File: config.mk
export PLATFORM = sky130hd
export DESIGN_NAME = mem_copy_engine
export DESIGN_NICKNAME = d
export VERILOG_FILES = /design/src/rtl/mem_copy_engine.sv
export SDC_FILE = /design/constraint.sdc
export NUM_CORES = 1
export LEC_CHECK = 0
export ABC_AREA = 1
export CORE_MARGIN = 2
export CORE_UTILIZATION = 50
export DETAILED_ROUTE_END_ITERATION = 10
export HOLD_SLACK_MARGIN = 0.03
export PLACE_DENSITY = 0.75
export SETUP_SLACK_MARGIN = 0.2
export SLEW_MARGIN = 20
export SYNTH_ARGS = -nofsm -noshare
export SYNTH_HDL_FRONTEND = slang
export SYNTH_SLANG_ARGS = --single-unit
File: constraint.sdc
create_clock -name clk -period 3 [get_ports clk]
set_clock_uncertainty 0.2 [all_clocks]
set_input_delay 0.6 -clock clk [delete_from_list [all_inputs] [get_ports clk]]
set_output_delay 0.6 -clock clk [all_outputs]
set_load 0.05 [all_outputs]
File: src/rtl/mem_copy_engine.sv
// -----------------------------------------------------------------------------
// mem_copy_engine
//
// Single-channel bus initiator on the single-port data memory interface.
// Copies `len` 32-bit words from `src` to `dst` (mode=0) or fills `dst` with
// `fill_val` (mode=1). I/O space is reached transparently through the same
// port, so a copy can sample switches or drive LEDs like the core does.
//
// Ports:
//   clk, reset_n       clock, asynchronous active-low reset
//   start, mode        one-cycle request (IDLE only), 0=copy / 1=fill
//   src, dst, len      source/destination byte address, word count
//   fill_val           fill pattern
//   abort              stop after the current bus cycle
//   m_we/m_addr/m_wd   memory write enable, byte address, write data
//   m_rd               memory read data, combinational from m_addr
//   busy               high while in RD or WR (arbiter grant request)
//   done               one-cycle pulse on completion, error or abort
//   err                sticky alignment error, cleared by next accepted start
//   words_done         words written in current or last transfer
// -----------------------------------------------------------------------------
module mem_copy_engine #(
    parameter int unsigned LEN_W   = 16,
    parameter logic [31:0] IO_BASE = 32'hC000_0000
) (
    input  logic             clk,
    input  logic             reset_n,
    input  logic             start,
    input  logic             mode,
    input  logic [31:0]      src,
    input  logic [31:0]      dst,
    input  logic [LEN_W-1:0] len,
    input  logic [31:0]      fill_val,
    input  logic             abort,
    output logic             m_we,
    output logic [31:0]      m_addr,
    output logic [31:0]      m_wd,
    input  logic [31:0]      m_rd,
    output logic             busy,
    output logic             done,
    output logic             err,
    output logic [LEN_W-1:0] words_done
);

    // The engine never decodes I/O addresses; it only relies on the I/O
    // window being word aligned so word-stepped transfers land on registers.
    if (IO_BASE[1:0] != 2'b00) begin : g_io_base_misaligned
        $error("IO_BASE must be word aligned");
    end

    typedef enum logic [1:0] {
        S_IDLE,
        S_RD,
        S_WR,
        S_FIN
    } state_t;

    state_t             state_q;
    logic [31:0]        cur_src_q;
    logic [31:0]        cur_dst_q;
    logic [LEN_W-1:0]   len_q;
    logic               mode_q;
    logic [31:0]        fill_q;
    logic [LEN_W-1:0]   words_done_q;
    logic               m_we_q;
    logic [31:0]        m_addr_q;
    logic [31:0]        m_wd_q;
    logic               busy_q;
    logic               done_q;
    logic               err_q;

    logic [31:0]        src_inc_d;
    logic [31:0]        dst_inc_d;
    logic [LEN_W-1:0]   wd_inc_d;
    logic               last_d;
    logic               misalign_d;

    always_comb begin
        // Address arithmetic wraps modulo 2^32 by construction.
        src_inc_d  = cur_src_q + 32'd4;
        dst_inc_d  = cur_dst_q + 32'd4;
        wd_inc_d   = words_done_q + LEN_W'(1);
        last_d     = (wd_inc_d == len_q);
        // Source alignment only matters when the source is actually read.
        misalign_d = (!mode && (src[1:0] != 2'b00)) || (dst[1:0] != 2'b00);
    end

    always_ff @(posedge clk or negedge reset_n) begin
        if (!reset_n) begin
            state_q      <= S_IDLE;
            cur_src_q    <= '0;
            cur_dst_q    <= '0;
            len_q        <= '0;
            mode_q       <= 1'b0;
            fill_q       <= '0;
            words_done_q <= '0;
            m_we_q       <= 1'b0;
            m_addr_q     <= '0;
            m_wd_q       <= '0;
            busy_q       <= 1'b0;
            done_q       <= 1'b0;
            err_q        <= 1'b0;
        end else begin
            done_q <= 1'b0;
            case (state_q)
                S_IDLE: begin
                    if (start) begin
                        cur_src_q    <= src;
                        cur_dst_q    <= dst;
                        len_q        <= len;
                        mode_q       <= mode;
                        fill_q       <= fill_val;
                        words_done_q <= '0;
                        err_q        <= misalign_d;
                        if (misalign_d || (len == '0)) begin
                            state_q <= S_FIN;
                            done_q  <= 1'b1;
                        end else if (mode) begin
                            state_q  <= S_WR;
                            busy_q   <= 1'b1;
                            m_we_q   <= 1'b1;
                            m_addr_q <= dst;
                            m_wd_q   <= fill_val;
                        end else begin
                            state_q  <= S_RD;
                            busy_q   <= 1'b1;
                            m_we_q   <= 1'b0;
                            m_addr_q <= src;
                        end
                    end
                end
                S_RD: begin
                    if (abort) begin
                        // Read finishes but its word is never written.
                        state_q <= S_FIN;
                        busy_q  <= 1'b0;
                        done_q  <= 1'b1;
                    end else begin
                        // m_wd doubles as the read data buffer.
                        state_q  <= S_WR;
                        m_we_q   <= 1'b1;
                        m_addr_q <= cur_dst_q;
                        m_wd_q   <= m_rd;
                    end
                end
                S_WR: begin
                    cur_dst_q    <= dst_inc_d;
                    words_done_q <= wd_inc_d;
                    if (!mode_q) begin
                        cur_src_q <= src_inc_d;
                    end
                    if (last_d || abort) begin
                        state_q <= S_FIN;
                        m_we_q  <= 1'b0;
                        busy_q  <= 1'b0;
                        done_q  <= 1'b1;
                    end else if (mode_q) begin
                        m_we_q   <= 1'b1;
                        m_addr_q <= dst_inc_d;
                        m_wd_q   <= fill_q;
                    end else begin
                        state_q  <= S_RD;
                        m_we_q   <= 1'b0;
                        m_addr_q <= src_inc_d;
                    end
                end
                S_FIN: begin
                    state_q <= S_IDLE;
                end
                default: begin
                    state_q <= S_IDLE;
                end
            endcase
        end
    end

    assign m_we       = m_we_q;
    assign m_addr     = m_addr_q;
    assign m_wd       = m_wd_q;
    assign busy       = busy_q;
    assign done       = done_q;
    assign err        = err_q;
    assign words_done = words_done_q;

endmodule

# Word level (Yosys, flattened, before mapping)
# Cells that the tools add are included.
# totals
word_cells,94
out_inout_bits,84
register_bits,199
# op_classes
addsub,3
n_mux,45
reduce_logical,19
eq_ne,14
# op_table
cell,count
$mux 32,15
$pmux 32 s3,2
$pmux 32 s2,2
$add 32x3->32 const B,2
$pmux 16 s2,1
$ne 2x2->1 const B,9
$add 16x1->16 const B,1
$eq 16x16->1,1
$logic_not 16->1,1
$mux 16,1
$mux 1,15
$mux 2,5
$reduce_and 5->1,2
$pmux 1 s3,3
$pmux 2 s4,1
$reduce_and 7->1,1
$reduce_and 2->1,3
$reduce_bool 2->1,3
$eq 2x2->1 const B,2
$reduce_and 4->1,1
$logic_or 1x1->1,3
$ne 3x3->1 const B,1
$reduce_and 3->1,1
$reduce_bool 3->1,1
4 further kinds,4

# Longest topological paths before layout
# Gate-level depths: netlist (run 1).
# logic_depth
word_depth,7
ltp_mapped,18
depth_no_buf,18

# Worst setup path before layout (run 1)
# No wires, ideal clock.
# synth_path
path_type,flip-flop to flip-flop
start,register words_done_q[0] (netlist: words_done[0])
end,register m_addr_q[16] (netlist: m_addr[16])
slack_ns,0.309
n_path_buf,1
t_required_ns,2.678
stages_incl_launch_ff,18
period_less_slack_ns,2.691
setup_ns,0.122
t_arrival_ns,2.369
path_cell_list,dfrtp_1 ha_1 nand3_2 inv_2 nand2_1 nor2_1 nand2_1 nand2_1 nand2_1 nand2_1 nand2_1 nor2_2 nand3_2 nand2_2 nand2_4 nand2_8 buf_6 o21ai_1
# synth_via
elab_chain_cells,5
# synth_lines
item,line,source
from (decl),64,logic [LEN_W-1:0] words_done_q;
from (signal assigned),148,words_done_q <= wd_inc_d;
$add 16x1->16,82,wd_inc_d = words_done_q + LEN_W'(1);
$eq 16x16->1,83,last_d = (wd_inc_d == len_q);
$logic_or 1x1->1,152,if (last_d || abort) begin
$ne 2x2->1 (no line),n/a,
$reduce_and 5->1 (no line),n/a,
to (signal assigned),142,m_addr_q <= cur_dst_q;
to (signal assigned),159,m_addr_q <= dst_inc_d;
to (signal assigned),164,m_addr_q <= src_inc_d;
to (decl),66,logic [31:0] m_addr_q;
# No other way between the ends.
# A chain may end at the register's enable or synchronous reset.

# Final worst setup path (run 1)
# layout_path
start,register words_done_q[0] (netlist: words_done[0])
end,output port words_done[0]
# layout_rtl
item,line,source
to (decl),42,output logic [LEN_W-1:0] words_done
# No word-level cell between the ends.

==> results of run 1 <==
[worst register-to-register path: cells and delay by family (launching register included)]
kind	cells	cell delay (ns)
DFF	1	0.44
buffers and inverters	2	0.22
xor gates and xnor gates	1	0.19
and+or+nand+nor	7	1.01
AOI/OAI and AO/OA	2	0.21
adders and majority gates	1	0.26
[cell type report]
type | instances | area share, %
clock buffers | 18 | 2.75
repair buffers | 298 | 18.3
inverters | 158 | 3.73
well taps | 324 | 2.54
multi-input cells | 1330 | 40.3
clock inverters | 14 | 1.21
flip-flops and latches | 199 | 31.2
[sequential cells by signal (all words and copies together) (netlist names)]
name	count
busy	1
len_q	16
state_q	2
m_addr	32
done	1
mode_q	1
words_done	16
err	1
cur_src_q	32
m_we	1
m_wd	32
cur_dst_q	32
fill_q	32
[layer usage]
metal,vias up,track usage (%)
met5,-,0
met2,766,56.8
met4,0,15.4
met1,6373,47.8
li1,6358,-
met3,96,5.91
[final timing paths]
kind	startpoint	cells after the start	endpoint	slack, ns
min in group asynchronous	reset_n	2	cur_src_q[5]	0.49
max	words_done[0]	2	words_done[0]	0.36
min reg2reg	m_wd[3]	2	m_wd[3]	0.28
max in group asynchronous	reset_n	3	m_wd[28]	1.35
min	m_wd[3]	2	m_wd[3]	0.28
max reg2reg	cur_src_q[2]	13	m_addr[20]	0.39
[synthesized netlist by cell type (3+ instances only)]
| library cell | instances |
|---|---|
| o21ai_0 | 123 |
| inv_2 | 5 |
| o221ai_1 | 7 |
| o21a_1 | 5 |
| clkbuf_1 | 62 |
| dfrtp_1 | 199 |
| nor3_1 | 33 |
| nand3b_1 | 5 |
| ha_1 | 8 |
| nand2_2 | 12 |
| xor2_1 | 23 |
| nand2_1 | 562 |
| o21ai_1 | 15 |
| or2_2 | 6 |
| buf_8 | 3 |
| clkinv_1 | 3 |
| inv_1 | 150 |
| o22ai_1 | 49 |
| nand3_1 | 112 |
| nor4_1 | 5 |
| a21oi_1 | 123 |
| nor2_1 | 121 |
| buf_4 | 3 |
| nand3_2 | 3 |
| a21o_1 | 4 |
| o211ai_1 | 22 |
| o21ai_2 | 10 |
| nor2_2 | 8 |
| buf_1 | 17 |
| buf_2 | 5 |
| nand4_1 | 52 |
[metrics by stage]
stage          utilization, %  std cells
5_1_grt                  65.9       2341
4_1_cts                  65.3       2333
2_1_floorplan               -       1778
3_3_place_gp             62.6       2300
3_5_place_dp             62.6       2300
6_report                 65.9       2341
[power groups by stage]
stage          sequential (µW)  clock (µW)  combinational, µW
5_1_grt                   5310        2610              14200
3_5_place_dp              5130           0              12700
4_1_cts                   5110        2520              12800
6_report                  5170        2480              13100
2_1_floorplan             6580           0               6790
3_3_place_gp              5120           0              12500
[logic make-up after synthesis]
kind of cell    count (synthesis)  synth area share, %
simple gates                  924                 31.9
compound gates                370                 16.9
buf+inv                       250                 8.14
flops                         199                 40.3
xor+xnor                       25                 1.77
fa+ha+maj                       8                0.811
mux                             2                0.162
[repair_timing]
item | 4_1_cts | 5_1_grt
pin swaps | 0 | 2
setup endpoints to repair | 1 | 62
gates resized for setup | 2 | 21
gates cloned | 0 | 1
hold endpoints to repair | 55 | 0
buffers inserted | 0 | 7
hold buffers | 1 | 0
==> flow_metrics.py, run 1 <==
metrics = {
    "timing": {
        "min_period_ns": 2.64,
        "max_freq_ghz": 0.379,
        "finalSetupViolCount": 0,
        "worst-slew-pin-transition_ns": 0.787,
        "setup_tns_ns": 0,
        "setup_slack_ns": 0.361,
        "final_max_slew_viol_count": 0,
        "hold_violations": 0,
        "period_share_pct": 88.0,
        "relSlewSlack_pct": 47.0,
        "rsz0062_at_grt": "false",
        "hold_ws_ns": 0.278,
    },
    "route": {
        "met3_length_um": 4230,
        "routed-wl-met2_um": 21300,
        "drt-initial-drc-count": 1521,
        "drc": 0,
        "detail-route-antenna-nets": 0,
        "vias": 13600,
        "wl_met1_um": 18800,
        "via_per_inst": 5.81,
        "drt-total-wl_um": 46200,
        "top_layer": "met4",
        "dr.pass1.iters": 5,
        "wl_per_cell_um": 19.7,
    },
    "power_and_ir_drop": {
        "p_int_uw": 9630,
        "power_density_nw_per_um2": 1300,
        "leakagePower_uw": 0.00721,
        "combPwrFrac_pct": 63.2,
        "sequentialPowerShare_pct": 24.9,
        "vdd_drop_max_mv": 0.758,
        "p_sw_uw": 11200,
        "power_frac_clock_pct": 12.0,
        "p_sw_share_pct": 53.7,
        "power_uw": 20800,
    },
    "cts": {
        "cts-root-buf": "clkbuf_16",
        "clkLatencyLatePin_ns": 0.45,
        "cts_buffers": 17,
        "cts.clk_slew.worst_paths_ns": 0.09,
        "cts_max_level": 4,
        "cts_tree": "built",
        "clk_path_buf_depth": 2,
        "numClockSinks": 199,
    },
    "worst_setup_path": {
        "slowest_stage": "clkdlybuf4s50_1",
        "start_kind": "flip-flop",
        "cp.required_ns": 2.20,
        "cp_max_fo": 6,
        "endpoint_kind": "output pin",
        "critPathTopFamily": "buffers and inverters",
        "crit_buf_inv": 2,
        "path_cells": "buf_4 > clkdlybuf4s50_1",
        "critPathArrivalTime_ns": 1.84,
        "path_class": "flip-flop to output pin",
        "critPathMaxStageDelay_ns": 0.81,
    },
    "synth": {
        "ys_warn_count": 0,
        "yosysTopAreaCellShare_pct": 40.3,
        "synth_top_area_cell": "dfrtp_1",
        "synthFlopType": "dfrtp_1",
        "postSynthCellCount": 1778,
        "avgSynthCellArea_um2": 6.94,
        "postSynthNetCount": 1935,
        "synth-seq-area-share_pct": 40.3,
        "synthArstFlopShare_pct": 100,
        "synth-seq-cells": 199,
        "yosysUniqueCellTypes": 45,
        "synth_edf_count": 0,
        "synthTopCellsByArea": "dfrtp_1 (40%), nand2_1 (17%), a21oi_1 (5.0%), o21ai_0 (5.0%), inv_1 (4.6%)",
        "synth.cell_area_um2": 12300,
    },
    "placement": {
        "hpwl_um": 33600,
        "place_area_um2": 15200,
        "place_ws_ns": 0.0746,
        "port-buffer-count": 232,
        "gp_congestion": 1.02,
    },
    "grt": {
        "grt_pass1_vias": 13000,
        "overflow": 0,
        "grt_usage_pct": 35.5,
        "antenna_found_initial": 0,
        "grt_first_pass_wirelength_um": 72000,
        "grt_max_degree": 72,
    },
    "cells_and_area": {
        "diodes": 0,
        "multi_input_area_um2": 6450,
        "regArea_um2": 4990,
        "fillers": 2233,
        "area_growth_pct": 29.5,
        "final_common_cell": "nand2_1",
        "final_cell_mix": "nand2_1 (561), clkdlybuf4s50_1 (231), dfrtp_1 (194), inv_1 (149), a21oi_1 (123)",
        "final_layout_size_suffix_gt1_share_pct": 8.33,
        "nNetsFinal": 2161,
        "finish.instance_area_um2": 16000,
    },
    "floorplanning": {
        "die_height_um": 161,
        "placementRows": 57,
        "die_area_um2": 26000,
        "ios": 233,
        "die_w_um": 161,
        "initial_utilization_pct": 50.9,
        "coreArea_um2": 24200,
    },
    "min_path": {
        "hold_path.class": "flip-flop to flip-flop",
    },
    "run_status": {
        "status": "finished clean",
    },
    "flow_run": {
        "drv_cap": 0,
    },
}
Power figures use the tool's default switching activity.
==> run 2, diff against run 1 <==
--- a/config.mk
+++ b/config.mk
@@ -6,11 +6,13 @@
 export NUM_CORES = 1
 export LEC_CHECK = 0
 export ABC_AREA = 1
+export CELL_PAD_IN_SITES_DETAIL_PLACEMENT = 0
+export CELL_PAD_IN_SITES_GLOBAL_PLACEMENT = 2
 export CORE_MARGIN = 2
-export CORE_UTILIZATION = 50
+export CORE_UTILIZATION = 29
 export DETAILED_ROUTE_END_ITERATION = 10
 export HOLD_SLACK_MARGIN = 0.03
-export PLACE_DENSITY = 0.75
+export PLACE_DENSITY = 0.79
 export SETUP_SLACK_MARGIN = 0.2
 export SLEW_MARGIN = 20
 export SYNTH_ARGS = -nofsm -noshare
==> run 2 against run 1 <==
Power is 1.4% higher. Die area is 70% higher. Worst hold slack worse by 0.0030 ns. First-iteration DRC count is 25% lower. Via count is 2.2% lower. Register-to-register slack worse by 0.06 ns. Utilization is 27 points lower. Sequential share of layout area is 0.72 points lower. Flip-flop and latch count stayed put. Global-route usage is 12 points lower.
==> flow_metrics.py, run 2 (synthesized netlist as in run 1, its figures left out) <==
metrics = {
    "run_status": {
        "status": "finished clean",
    },
    "route": {
        "dr.pass1.iters": 5,
        "detail-route-antenna-nets": 0,
        "drt-total-wl_um": 53400,
        "wl_per_cell_um": 20.8,
        "drc": 0,
        "vias": 13300,
        "drt-initial-drc-count": 1138,
        "via_per_inst": 5.18,
    },
    "power_and_ir_drop": {
        "p_sw_uw": 11200,
        "p_sw_share_pct": 53.4,
        "power_density_nw_per_um2": 1290,
        "leakagePower_uw": 0.00725,
        "power_frac_clock_pct": 11.7,
        "combPwrFrac_pct": 63.8,
        "vdd_drop_max_mv": 0.651,
        "sequentialPowerShare_pct": 24.5,
        "p_int_uw": 9830,
    },
    "floorplanning": {
        "die_area_um2": 44200,
        "ios": 233,
        "placementRows": 75,
        "die_w_um": 210,
        "coreArea_um2": 41900,
        "die_height_um": 210,
        "initial_utilization_pct": 29.4,
    },
    "timing": {
        "finalSetupViolCount": 0,
        "worst-slew-pin-transition_ns": 0.783,
        "max_freq_ghz": 0.375,
        "hold_ws_ns": 0.275,
        "relSlewSlack_pct": 47.8,
        "rsz0062_at_grt": "false",
        "final_max_slew_viol_count": 0,
        "min_period_ns": 2.67,
        "period_share_pct": 88.9,
        "hold_violations": 0,
    },
    "cts": {
        "cts_max_level": 4,
        "clk_path_buf_depth": 2,
        "cts.clk_slew.worst_paths_ns": 0.08,
        "cts-root-buf": "clkbuf_16",
        "cts_tree": "built",
        "cts_buffers": 17,
        "numClockSinks": 199,
        "clkLatencyLatePin_ns": 0.48,
    },
    "min_path": {
        "hold_path_depth": 2,
        "hold_path.class": "flip-flop to flip-flop",
    },
    "cells_and_area": {
        "final_cell_mix": "nand2_1 (561), clkdlybuf4s50_1 (231), dfrtp_1 (191), inv_1 (149), o21ai_0 (123)",
        "regArea_um2": 4990,
        "final_layout_size_suffix_gt1_share_pct": 9.08,
        "area_growth_pct": 32.7,
        "finish.instance_area_um2": 16400,
        "final_common_cell": "nand2_1",
        "multi_input_area_um2": 6490,
        "fillers": 4397,
        "nNetsFinal": 2170,
        "final_util_pct": 39.0,
    },
    "grt": {
        "use_met1_pct": 33.6,
        "antenna_found_initial": 3,
        "overflow": 0,
        "use_met3_pct": 4.29,
        "grt_first_pass_wirelength_um": 78900,
        "busiest_layer": "met2",
        "use_met2_pct": 36.8,
        "grt_usage_pct": 23.7,
        "grt_pass1_vias": 12700,
        "grt_max_degree": 68,
    },
    "placement": {
        "place_area_um2": 15600,
        "hpwl_um": 38900,
        "gp_congestion": 0.904,
        "port-buffer-count": 232,
    },
    "worst_setup_path": {
        "cpMostUsedCell": "nand2_1",
        "reg2reg_from": "cur_src_q[16]",
        "path_cells": "inv_1 > nor3_1 > nand2_1 > nor4_1 > nand2_1 > xor2_1 > nor2_1 > o21ai_0 > o21ai_2",
        "reg2regPathDepth": 9,
        "cp.required_ns": 3.16,
        "path_class": "flip-flop to flip-flop",
        "cp_max_fo": 4,
        "reg2reg_slack_ns": 0.33,
        "slowest_stage": "dfrtp_1",
        "crit_end": "m_addr[19]",
        "start_kind": "flip-flop",
        "critPathMaxStageDelay_ns": 0.44,
        "endpoint_kind": "flip-flop",
        "critPathArrivalTime_ns": 2.82,
        "crit_start": "cur_src_q[16]",
        "worstReg2RegEnd": "m_addr[19]",
    },
    "flow_run": {
        "drv_cap": 0,
    },
}
[run 2: cell count changes in the layout (fill, tap and decap cells not counted), sizes merged]
cell      before  now
buf           65   72
bufinv         1    2
clkbuf        19   23
clkinv         8    5
clkinvlp       1    3
diode          0    1
inv          162  159
nand2        577  578
[run 2: what timing repair did]
item                       in CTS  in global routing
hold buffers                    1                  0
hold endpoints to repair       48                  0
cloned                          0                  3
pin swaps                       0                  2
setup endpoints to repair      44                 64
resized for setup               2                 30
setup buffers                   0                  4
[run 2: worst min path at each step]
stage               startpoint   endpoint  slack (ns)
global placement      m_wd[16]   m_wd[16]        0.25
CTS                   m_wd[16]   m_wd[16]        0.28
floorplan              reset_n       busy        0.10
finish                m_wd[16]   m_wd[16]        0.28
global route         fill_q[3]  fill_q[3]        0.30
detailed placement    m_wd[16]   m_wd[16]        0.26
[run 2: power groups by stage]
stage / Combinational [µW] / Sequential [µW] / Clock [µW]
floorplan: 6790 / 6580 / 0
global placement: 12900 / 5160 / 0
global route: 14600 / 5340 / 2650
finish: 13400 / 5170 / 2470
CTS: 13100 / 5130 / 2540
detailed placement: 13100 / 5170 / 0
[run 2: metal layers]
layer | routed length [µm] | vias to the layer above
li1 | - | 6372
met1 | 25100 | 6456
met2 | 24200 | 403
met3 | 2860 | 56
met4 | 1210 | 2
met5 | 9 | -
[run 2: area by class of cell]
cell class / instances / share of cell area, %
timing repair buffer: 306 / 18.4
sequential: 199 / 30.5
multi-input combinational: 1331 / 39.7
clock inverter: 11 / 0.840
tap: 539 / 4.12
inverter: 158 / 3.64
clock buffer: 21 / 2.87
antenna: 1 / 0.0153
[run 2: critical path, delay by kind of cell (launching register included)]
family	cells	cell delay (ns)
and+or+nand+nor	5	1.14
DFF	1	0.44
AOI/OAI and AO/OA	2	0.42
xor gates and xnor gates	1	0.22
buffers and inverters	1	0.13
[run 2: stage by stage]
step / setup WS, ns / cells / TNS (ns) / power, µW
after global placement: 0.0144 / 2525 / 0 / 18100
after CTS: 0.185 / 2558 / 0 / 20800
after global routing: 0.208 / 2566 / 0 / 22600
final: 0.333 / 2566 / 0 / 21100
after floorplan: 0.309 / 1778 / 0 / 13400
after detailed placement: -0.0450 / 2525 / -0.0850 / 18200
